File: src/rtl/chunked_addsub_if.sv
// Launch/result bundle for chunked_addsub: operands and controls in, Result/Flag/status out.
interface chunked_addsub_if #(
    parameter int unsigned WIDTH = 32
);
    logic             start;
    logic             Op;
    logic             S;
    logic [WIDTH-1:0] In1;
    logic [WIDTH-1:0] In2;
    logic [WIDTH-1:0] Result;
    logic [3:0]       Flag;
    logic             busy;
    logic             done;

    modport master (
        output start, Op, S, In1, In2,
        input  Result, Flag, busy, done
    );

    modport slave (
        input  start, Op, S, In1, In2,
        output Result, Flag, busy, done
    );
endinterface

File: src/rtl/chunked_addsub.sv
// Multi-cycle add/subtract: CHUNK bits per cycle with rippled carry, NZCV flags on completion.
// Optional ADDSUB_SAT_EN clamps overflowing results to the signed extreme.
module chunked_addsub #(
    parameter int unsigned WIDTH = 32,
    parameter int unsigned CHUNK = 8
) (
    input logic             clk,
    input logic             rst_n,
    chunked_addsub_if.slave bus
);
    localparam int unsigned NCHUNK = WIDTH / CHUNK;
    localparam int unsigned CW     = (NCHUNK > 1) ? $clog2(NCHUNK) : 1;
    localparam logic [CW-1:0] LastCnt = CW'(NCHUNK - 1);

    typedef enum logic {StIdle, StRun} state_t;

    state_t           r_state;
    state_t           w_state_next;
    logic [WIDTH-1:0] r_a;
    logic [WIDTH-1:0] r_b;
    logic [WIDTH-1:0] r_sum;
    logic [WIDTH-1:0] r_result;
    logic [3:0]       r_flag;
    logic [CW-1:0]    r_cnt;
    logic             r_carry;
    logic             r_s;
    logic             r_done;

    logic             w_accept;
    logic             w_last;
    logic [CHUNK-1:0] w_a_chunk;
    logic [CHUNK-1:0] w_b_chunk;
    logic [CHUNK-1:0] w_chunk_sum;
    logic             w_cout;
    logic [WIDTH-1:0] w_sum;
    logic [WIDTH-1:0] w_res;
    logic             w_ovf;
    logic [3:0]       w_flags;

    assign w_accept = bus.start && (r_state == StIdle);
    assign w_last   = (r_state == StRun) && (r_cnt == LastCnt);

    always_ff @(posedge clk or negedge rst_n) begin
        if (!rst_n) begin
            r_state <= StIdle;
        end else begin
            r_state <= w_state_next;
        end
    end

    always_comb begin
        w_state_next = r_state;
        unique case (r_state)
            StIdle: if (bus.start) w_state_next = StRun;
            StRun:  if (r_cnt == LastCnt) w_state_next = StIdle;
            default: w_state_next = StIdle;
        endcase
    end

    // One chunk of A + B' + carry; w_sum is the shadow with this chunk merged in,
    // so the final edge can publish the complete sum without an extra cycle.
    always_comb begin
        w_a_chunk = r_a[int'(r_cnt) * CHUNK +: CHUNK];
        w_b_chunk = r_b[int'(r_cnt) * CHUNK +: CHUNK];
        {w_cout, w_chunk_sum} = {1'b0, w_a_chunk} + {1'b0, w_b_chunk} + {{CHUNK{1'b0}}, r_carry};
        w_sum = r_sum;
        w_sum[int'(r_cnt) * CHUNK +: CHUNK] = w_chunk_sum;
    end

    assign w_ovf = (r_a[WIDTH-1] == r_b[WIDTH-1]) && (w_sum[WIDTH-1] != r_a[WIDTH-1]);

`ifdef ADDSUB_SAT_EN
    always_comb begin
        w_res = w_sum;
        if (w_ovf) begin
            w_res = r_a[WIDTH-1] ? {1'b1, {(WIDTH-1){1'b0}}} : {1'b0, {(WIDTH-1){1'b1}}};
        end
    end
`else
    assign w_res = w_sum;
`endif

    // N/Z follow the published result; C/V always come from the raw sum.
    assign w_flags = {w_res[WIDTH-1], (w_res == '0), w_cout, w_ovf};

    always_ff @(posedge clk or negedge rst_n) begin
        if (!rst_n) begin
            r_a      <= '0;
            r_b      <= '0;
            r_sum    <= '0;
            r_result <= '0;
            r_flag   <= 4'b0000;
            r_cnt    <= '0;
            r_carry  <= 1'b0;
            r_s      <= 1'b0;
            r_done   <= 1'b0;
        end else begin
            r_done <= w_last;
            if (w_accept) begin
                r_a     <= bus.In1;
                r_b     <= bus.Op ? ~bus.In2 : bus.In2;
                r_carry <= bus.Op;
                r_s     <= bus.S;
                r_cnt   <= '0;
                r_sum   <= '0;
            end else if (r_state == StRun) begin
                r_sum   <= w_sum;
                r_carry <= w_cout;
                r_cnt   <= w_last ? '0 : r_cnt + 1'b1;
                if (w_last) begin
                    r_result <= w_res;
                    if (r_s) begin
                        r_flag <= w_flags;
                    end
                end
            end
        end
    end

    assign bus.Result = r_result;
    assign bus.Flag   = r_flag;
    assign bus.busy   = (r_state == StRun);
    assign bus.done   = r_done;

endmodule

File: src/flat_wrapper.sv
// flat-port wrapper written by rule: the top's interface ports become plain ports
module chunked_addsub_flat 
#(
    parameter int unsigned WIDTH = 32,
    parameter int unsigned CHUNK = 8
)
  (clk, rst_n, bus_start, bus_Op, bus_S, bus_In1, bus_In2, bus_Result, bus_Flag, bus_busy, bus_done);
  chunked_addsub_if #(.WIDTH(WIDTH)) bus_i ();
  input logic clk;
  input logic rst_n;
  input wire logic [$bits(bus_i.start)-1:0] bus_start;
  input wire logic [$bits(bus_i.Op)-1:0] bus_Op;
  input wire logic [$bits(bus_i.S)-1:0] bus_S;
  input wire logic [$bits(bus_i.In1)-1:0] bus_In1;
  input wire logic [$bits(bus_i.In2)-1:0] bus_In2;
  output wire logic [$bits(bus_i.Result)-1:0] bus_Result;
  output wire logic [$bits(bus_i.Flag)-1:0] bus_Flag;
  output wire logic [$bits(bus_i.busy)-1:0] bus_busy;
  output wire logic [$bits(bus_i.done)-1:0] bus_done;
  assign bus_i.start = bus_start;
  assign bus_i.Op = bus_Op;
  assign bus_i.S = bus_S;
  assign bus_i.In1 = bus_In1;
  assign bus_i.In2 = bus_In2;
  assign bus_Result = bus_i.Result;
  assign bus_Flag = bus_i.Flag;
  assign bus_busy = bus_i.busy;
  assign bus_done = bus_i.done;
  chunked_addsub #(.WIDTH(WIDTH), .CHUNK(CHUNK)) u_core (.clk(clk), .rst_n(rst_n), .bus(bus_i));
endmodule
File: config.mk
export PLATFORM = sky130hd
export DESIGN_NAME = chunked_addsub_flat
export DESIGN_NICKNAME = d
export VERILOG_FILES = /design/src/rtl/chunked_addsub_if.sv /design/src/rtl/chunked_addsub.sv /design/src/flat_wrapper.sv
export SDC_FILE = /design/constraint.sdc
export NUM_CORES = 1
export LEC_CHECK = 0
export CAP_MARGIN = 15
export CORE_ASPECT_RATIO = 1.5
export CORE_MARGIN = 2
export CORE_UTILIZATION = 57
export DETAILED_ROUTE_END_ITERATION = 16
export PLACE_DENSITY = 0.85
export SLEW_MARGIN = 40
export SYNTH_ARGS = -nofsm -noshare
export SYNTH_HDL_FRONTEND = slang
export SYNTH_SLANG_ARGS = --single-unit
File: constraint.sdc
create_clock -name clk -period 6.45 [get_ports clk]
set_clock_uncertainty 0.1 [all_clocks]
set_input_delay 1.29 -clock clk [delete_from_list [all_inputs] [get_ports clk]]
set_output_delay 1.29 -clock clk [all_outputs]
set_load 0.02 [all_outputs]
Word-level counts from Yosys, hierarchy flattened
Cells that the tools add are included.
W data, S select, Z words.
- flip-flop bits (word level): 138
- output and inout bits: 38
- word-level logic and storage cells: 43
- add/sub/neg operators: 4
- equal/unequal tests: 3
- shifts and indexed selects: 4
- muxes and demuxes: 12
- bitwise gates (word level): 3
- reduce and logical (&&, ||, !) cells: 7
- operator list (operator ; count):
    $mux W32 ; 3
    $shiftx A32 B6 Y8 ; 2
    $neg A5 Y34 ; 1
    $shift A8 B34 Y32 const A ; 1
    $shiftx A8 B34 Y32 ; 1
    $bwmux W32 ; 1
    $logic_not A32 Y1 ; 1
    $not A32 Y32 ; 1
    $add A8 B8 Y9 ; 1
    $add A9 B1 Y9 ; 1
    $mux W2 ; 3
    $mux W1 ; 4
    $reduce_and A4 Y1 ; 1
    $logic_and A1 B1 Y1 ; 3
    $reduce_and A3 Y1 ; 1
    $add A2 B1 Y2 const B ; 1
    $eq A2 B2 Y1 const B ; 1
    $not A1 Y1 ; 2
    $pmux W1 S2 ; 1
    $reduce_bool A2 Y1 ; 1
    $eq A1 B1 Y1 ; 1
    $ne A1 B1 Y1 ; 1

Depth between registers and ports, before layout
- word-level depth: 7
- gate-level depth with buffers: 11

Worst setup path before layout
OpenSTA, ideal clock, no wires.
- path kind: register to register
- start point: register u_core.r_cnt[0]
- end point: register u_core.r_flag[2] (netlist: u_core.bus.Flag[2])
- setup time: 0.092 ns
- data arrival time: 3.257 ns
- data required time: 6.258 ns
- setup slack: 3.001 ns
- cell stages (with the launch flop): 11
- buffers on the path: 1
- cells stage by stage: dfrtp_1 > buf_2 > mux4_2 > fa_1 > fa_1 > a211oi_1 > o21ai_0 > o211a_1 > a22oi_2 > nand4_1 > o31ai_2
- word-level cells in the longest chain between the ends: 6
- elaborated cells between the ends (all ways): 12
- RTL lines (what ; RTL line ; RTL):
    from (decl) ; chunked_addsub.sv:24 ; logic [CW-1:0] r_cnt;
    from (signal assigned) ; chunked_addsub.sv:109 ; r_cnt <= w_last ? '0 : r_cnt + 1'b1;
    $shiftx A32 B6 Y8, on equally long branches ; chunked_addsub.sv:63, chunked_addsub.sv:64 ;
    $add A8 B8 Y9 ; chunked_addsub.sv:65 ; {w_cout, w_chunk_sum} = {1'b0, w_a_chunk} + {1'b0, w_b_chunk} + {{CHUNK{1'b0}}, r_carry};
    $add A9 B1 Y9 ; chunked_addsub.sv:65 ;
    $shiftx A8 B34 Y32 ; chunked_addsub.sv:67 ; w_sum[int'(r_cnt) * CHUNK +: CHUNK] = w_chunk_sum;
    $bwmux W32 ; chunked_addsub.sv:67 ;
    $logic_not A32 Y1 ; chunked_addsub.sv:84 ; assign w_flags = {w_res[WIDTH-1], (w_res == '0), w_cout, w_ovf};
    to (signal assigned) ; chunked_addsub.sv:113 ; r_flag <= w_flags;
    to (decl) ; chunked_addsub.sv:23 ; logic [3:0] r_flag;
Parallel ways exist; a longest one is shown, timed or not.
A chain may end at the register's enable or synchronous reset.

Worst setup path in the final report
Same ends and word-level chain as after synthesis.

==> impl_metrics.env <==
export IMPL_status="finished, final reports clean"
export IMPL_grt_pass1_vias=5094
export IMPL_largest_net_degree_at_the_start_of_global_routing=99
export IMPL_drt_iter0_drc=358
export IMPL_synth_compound_area_share_pct=14.4
export IMPL_design_portCount=107
export IMPL_grt_antenna_before_repair=0
export IMPL_synth_edff_count=0
export IMPL_synthesis_instances=576
export IMPL_num_fill_cells=756
export IMPL_synth_simple_gate_area_share_pct=11.4
export IMPL_hp_class="register to register"
export IMPL_r2r_start="u_core.r_cnt[0]$_DFFE_PN0P_"
export IMPL_numCtsBuffers=17
export IMPL_max_slew_margin_pct=49.5
export IMPL_min_path_cells=2
export IMPL_synthMuxAreaShare_pct=12.2
export IMPL_synth_warnings=0
export IMPL_gp_routability_congestion=0.900
export IMPL_cts_post_setup_buffers_inserted=0
export IMPL_clock_sinks=131
export IMPL_die_width_um=90.4
export IMPL_synth_top_family_by_area="compound AO/OA/AOI/OAI gates"
export IMPL_antenna_diode_count=0
export IMPL_tritoncts="built"
export IMPL_cts_repair_resize_count=0
export IMPL_insertion_delay_of_the_later_clocked_pin_in_the_worst_skew_pair_ns=0.41
export IMPL_pre_cts_worst_setup_slack_ns=2.45
export IMPL_wire_length_of_the_first_global_routing_pass_um=26700
export IMPL_timing_rr_end="u_core.bus.Flag[2]$_DFFE_PN0P_"
export IMPL_synthArstFlopShare_pct=100
export IMPL_synth_flop_cell="dfrtp_1"
export IMPL_drt_wirelength_per_cell_um=19.7
export IMPL_postSynthNetCount=659
export IMPL_cap_viol_max_count=0
export IMPL_die_height_um=134
export IMPL_worst_setup_path_start_kind="register"
export IMPL_period_share_pct=62.1
export IMPL_final_cell_mix="130 x dfrtp_1, 108 x nand2_1, 104 x clkdlybuf4s50_1"
export IMPL_detail_route_drc_violations=0
export IMPL_synth_largest_area_cell="dfrtp_1"
export IMPL_slew_violations=0
export IMPL_design_core_area_mm2=0.0110
export IMPL_yosys_register_bits=131
export IMPL_postRouteAntennaNets=0
export IMPL_wl_met2_um=8880
export IMPL_synth_fa_ha_area_share_pct=2.98
export IMPL_min_period_ns=4.00
export IMPL_detailedRoute_firstPassIterationCount=6
export IMPL_met3_wirelength_um=677
export IMPL_fin_setup_tns_ns=0
export IMPL_timing_critical_path_to_type="register"
export IMPL_port_buffer_cells=106
export IMPL_syn_avg_cell_area_um2=11.1
export IMPL_layout_commonest_cell="dfrtp_1"
export IMPL_clock_path_buffers=2
export IMPL_cts_reportedPaths_clkPinSlew_ns=0.06
export IMPL_synth_top_cells_by_area="dfrtp_1 51%, mux2_2 6.5%, nand2_1 6.4%"
export IMPL_die_area_mm2=0.0121
export IMPL_highest_layer="met4"
export IMPL_dp_hpwl_um=11800
export IMPL_grt_usage_pct=28.8
export IMPL_worst_setup_path_type="register to register"
export IMPL_ctsRootBufferMaster="clkbuf_16"
export IMPL_vdd_drop_max_mv=0.371
export IMPL_drive_above_1_share_pct=15.7
export IMPL_grt_setup_unrepaired="false"
export IMPL_finalHoldViolCount=0
export IMPL_achievable_frequency_mhz=250
export IMPL_cts_htree_levels=4
export IMPL_syn2layout_area_growth_pct=28.6
export IMPL_synth_xor_area_share_pct=4.53
export IMPL_post_synth_num_cell_types=60
export IMPL_finalSetupViolCount=0
export IMPL_post_detailed_route_via_to_cell_ratio=6.05
export IMPL_postRouteWirelength_um=16500
export IMPL_gr_total_overflow=0
export IMPL_timing_worst_slew_pin_value_ns=0.758
export IMPL_floorplan_rows=47
export IMPL_synth_yosys_seq_area_share_pct=51.4
export IMPL_rrSetupSlack_ns=2.45
export IMPL_setup_ws_ns=2.45
export IMPL_floorplan_initialDensity_pct=58.0
export IMPL_synthDominantCellAreaShare_pct=51.4
export IMPL_timing_critical_path_arrival_ns=4.23
export IMPL_critPathMaxFanout=21
export IMPL_synth_cell_area_mm2=0.00637
export IMPL_cp_required_ns=6.68
export IMPL_route_layer_met1_wl_um=5920
export IMPL_nNetsFinal=757
export IMPL_leakage_power_of_the_design_uw=0.00355
export IMPL_worstHoldStart="u_core.bus.Result[17]$_DFFE_PN0P_"
export IMPL_reg2regPathDepth=10
export IMPL_num_vias=5046
export IMPL_postCtsHoldBufs=0
export IMPL_timing_hold_worst_endpoint="u_core.bus.Result[17]$_DFFE_PN0P_"
export IMPL_pwr_dens_mw_per_mm2=603
## logic make-up after synthesis
family / after synthesis
AO/OA/AOI/OAI: 134
XOR/XNOR: 33
adder cells (fa/ha/maj): 14
buffers and inverters: 50
flip-flops: 131
multiplexers: 53
AND/OR/NAND/NOR: 161
## where the power goes
part	internal [uW]	switching, uW	total [uW]
Clock	624	384	1010
Sequential	1180	269	1450
Combinational	1060	1430	2480
## layer usage
| layer | track usage (%) | vias to the layer above |
|---|---|---|
| li1 | - | 2251 |
| met1 | 32.8 | 2525 |
| met2 | 50.2 | 203 |
| met3 | 5.20 | 67 |
| met4 | 18.2 | 0 |
| met5 | 0 | - |
## worst max-delay path by stage
stage / startpoint / end / slack (ns) / cells past startpoint
finish: u_core.r_cnt[0]$_DFFE_PN0P_ / u_core.bus.Flag[2]$_DFFE_PN0P_ / 2.45 / 10
global route: u_core.r_cnt[0]$_DFFE_PN0P_ / u_core.bus.Flag[2]$_DFFE_PN0P_ / 2.13 / 10
CTS: u_core.r_cnt[0]$_DFFE_PN0P_ / u_core.bus.Flag[2]$_DFFE_PN0P_ / 2.43 / 10
detailed placement: u_core.r_cnt[0]$_DFFE_PN0P_ / u_core.bus.Flag[2]$_DFFE_PN0P_ / 2.45 / 10
global placement: u_core.r_cnt[0]$_DFFE_PN0P_ / u_core.bus.Flag[2]$_DFFE_PN0P_ / 2.55 / 10
floorplan: u_core.r_cnt[0]$_DFFE_PN0P_ / u_core.bus.Flag[2]$_DFFE_PN0P_ / 3.00 / 10
## Yosys cell counts (4+ instances only)
master and n:
clkbuf_1 27, inv_1 14, mux2_2 37, a22o_1 27, nor2b_1 6, o21ai_0 47, a211oi_1 5, nor3_1 5
nand2_1 109, nor2_1 13, dfrtp_1 131, nand3_1 5, nand4_1 4, mux4_2 16, a21oi_1 7, ha_1 12
o21ai_1 12, buf_2 5, xnor2_1 32
## flip-flops by register name, summed over array words and instances (netlist names)
name	cells
u_core.bus.Result	32
u_core.r_a	32
u_core.r_b	32
u_core.r_sum	25
u_core.bus.Flag	4
u_core.r_cnt	2
u_core.bus.busy	1
u_core.bus.done	1
u_core.r_carry	1
u_core.r_s	1
## critical path, cell delays in order (launching register included)
cell	delay, ns
dfrtp_1	0.56
buf_4	0.39
mux4_2	0.57
fa_1	0.47
fa_1	0.42
a211oi_1	0.45
o21ai_0	0.23
o211a_1	0.21
a22oi_2	0.18
nand4_1	0.15
o31ai_2	0.18
## per-stage QoR
stage	utilization [%]	hold WS (ns)	std cells	power, uW	instance area [um^2]
final	74.5	0.375	834	4940	8200
after global routing	74.5	0.399	834	5250	8200
after CTS	74.4	0.380	834	4930	8190
after detailed placement	68.8	0.365	802	3900	7570
after global placement	68.6	0.356	801	3810	7540
after floorplan	-	0.342	576	3080	6370
## area by class of cell
type                    instances  area (um^2)  area share [%]
multi-input cells             395         2930            35.7
clock buffers                  19          443            5.40
inverters                      15         56.3           0.687
repair buffers                114         1140            13.9
flip-flops and latches        131         3280            40.0
well taps                     147          184            2.24
clock inverters                13          173            2.11
Note: power is estimated with default switching activity, not from simulation.
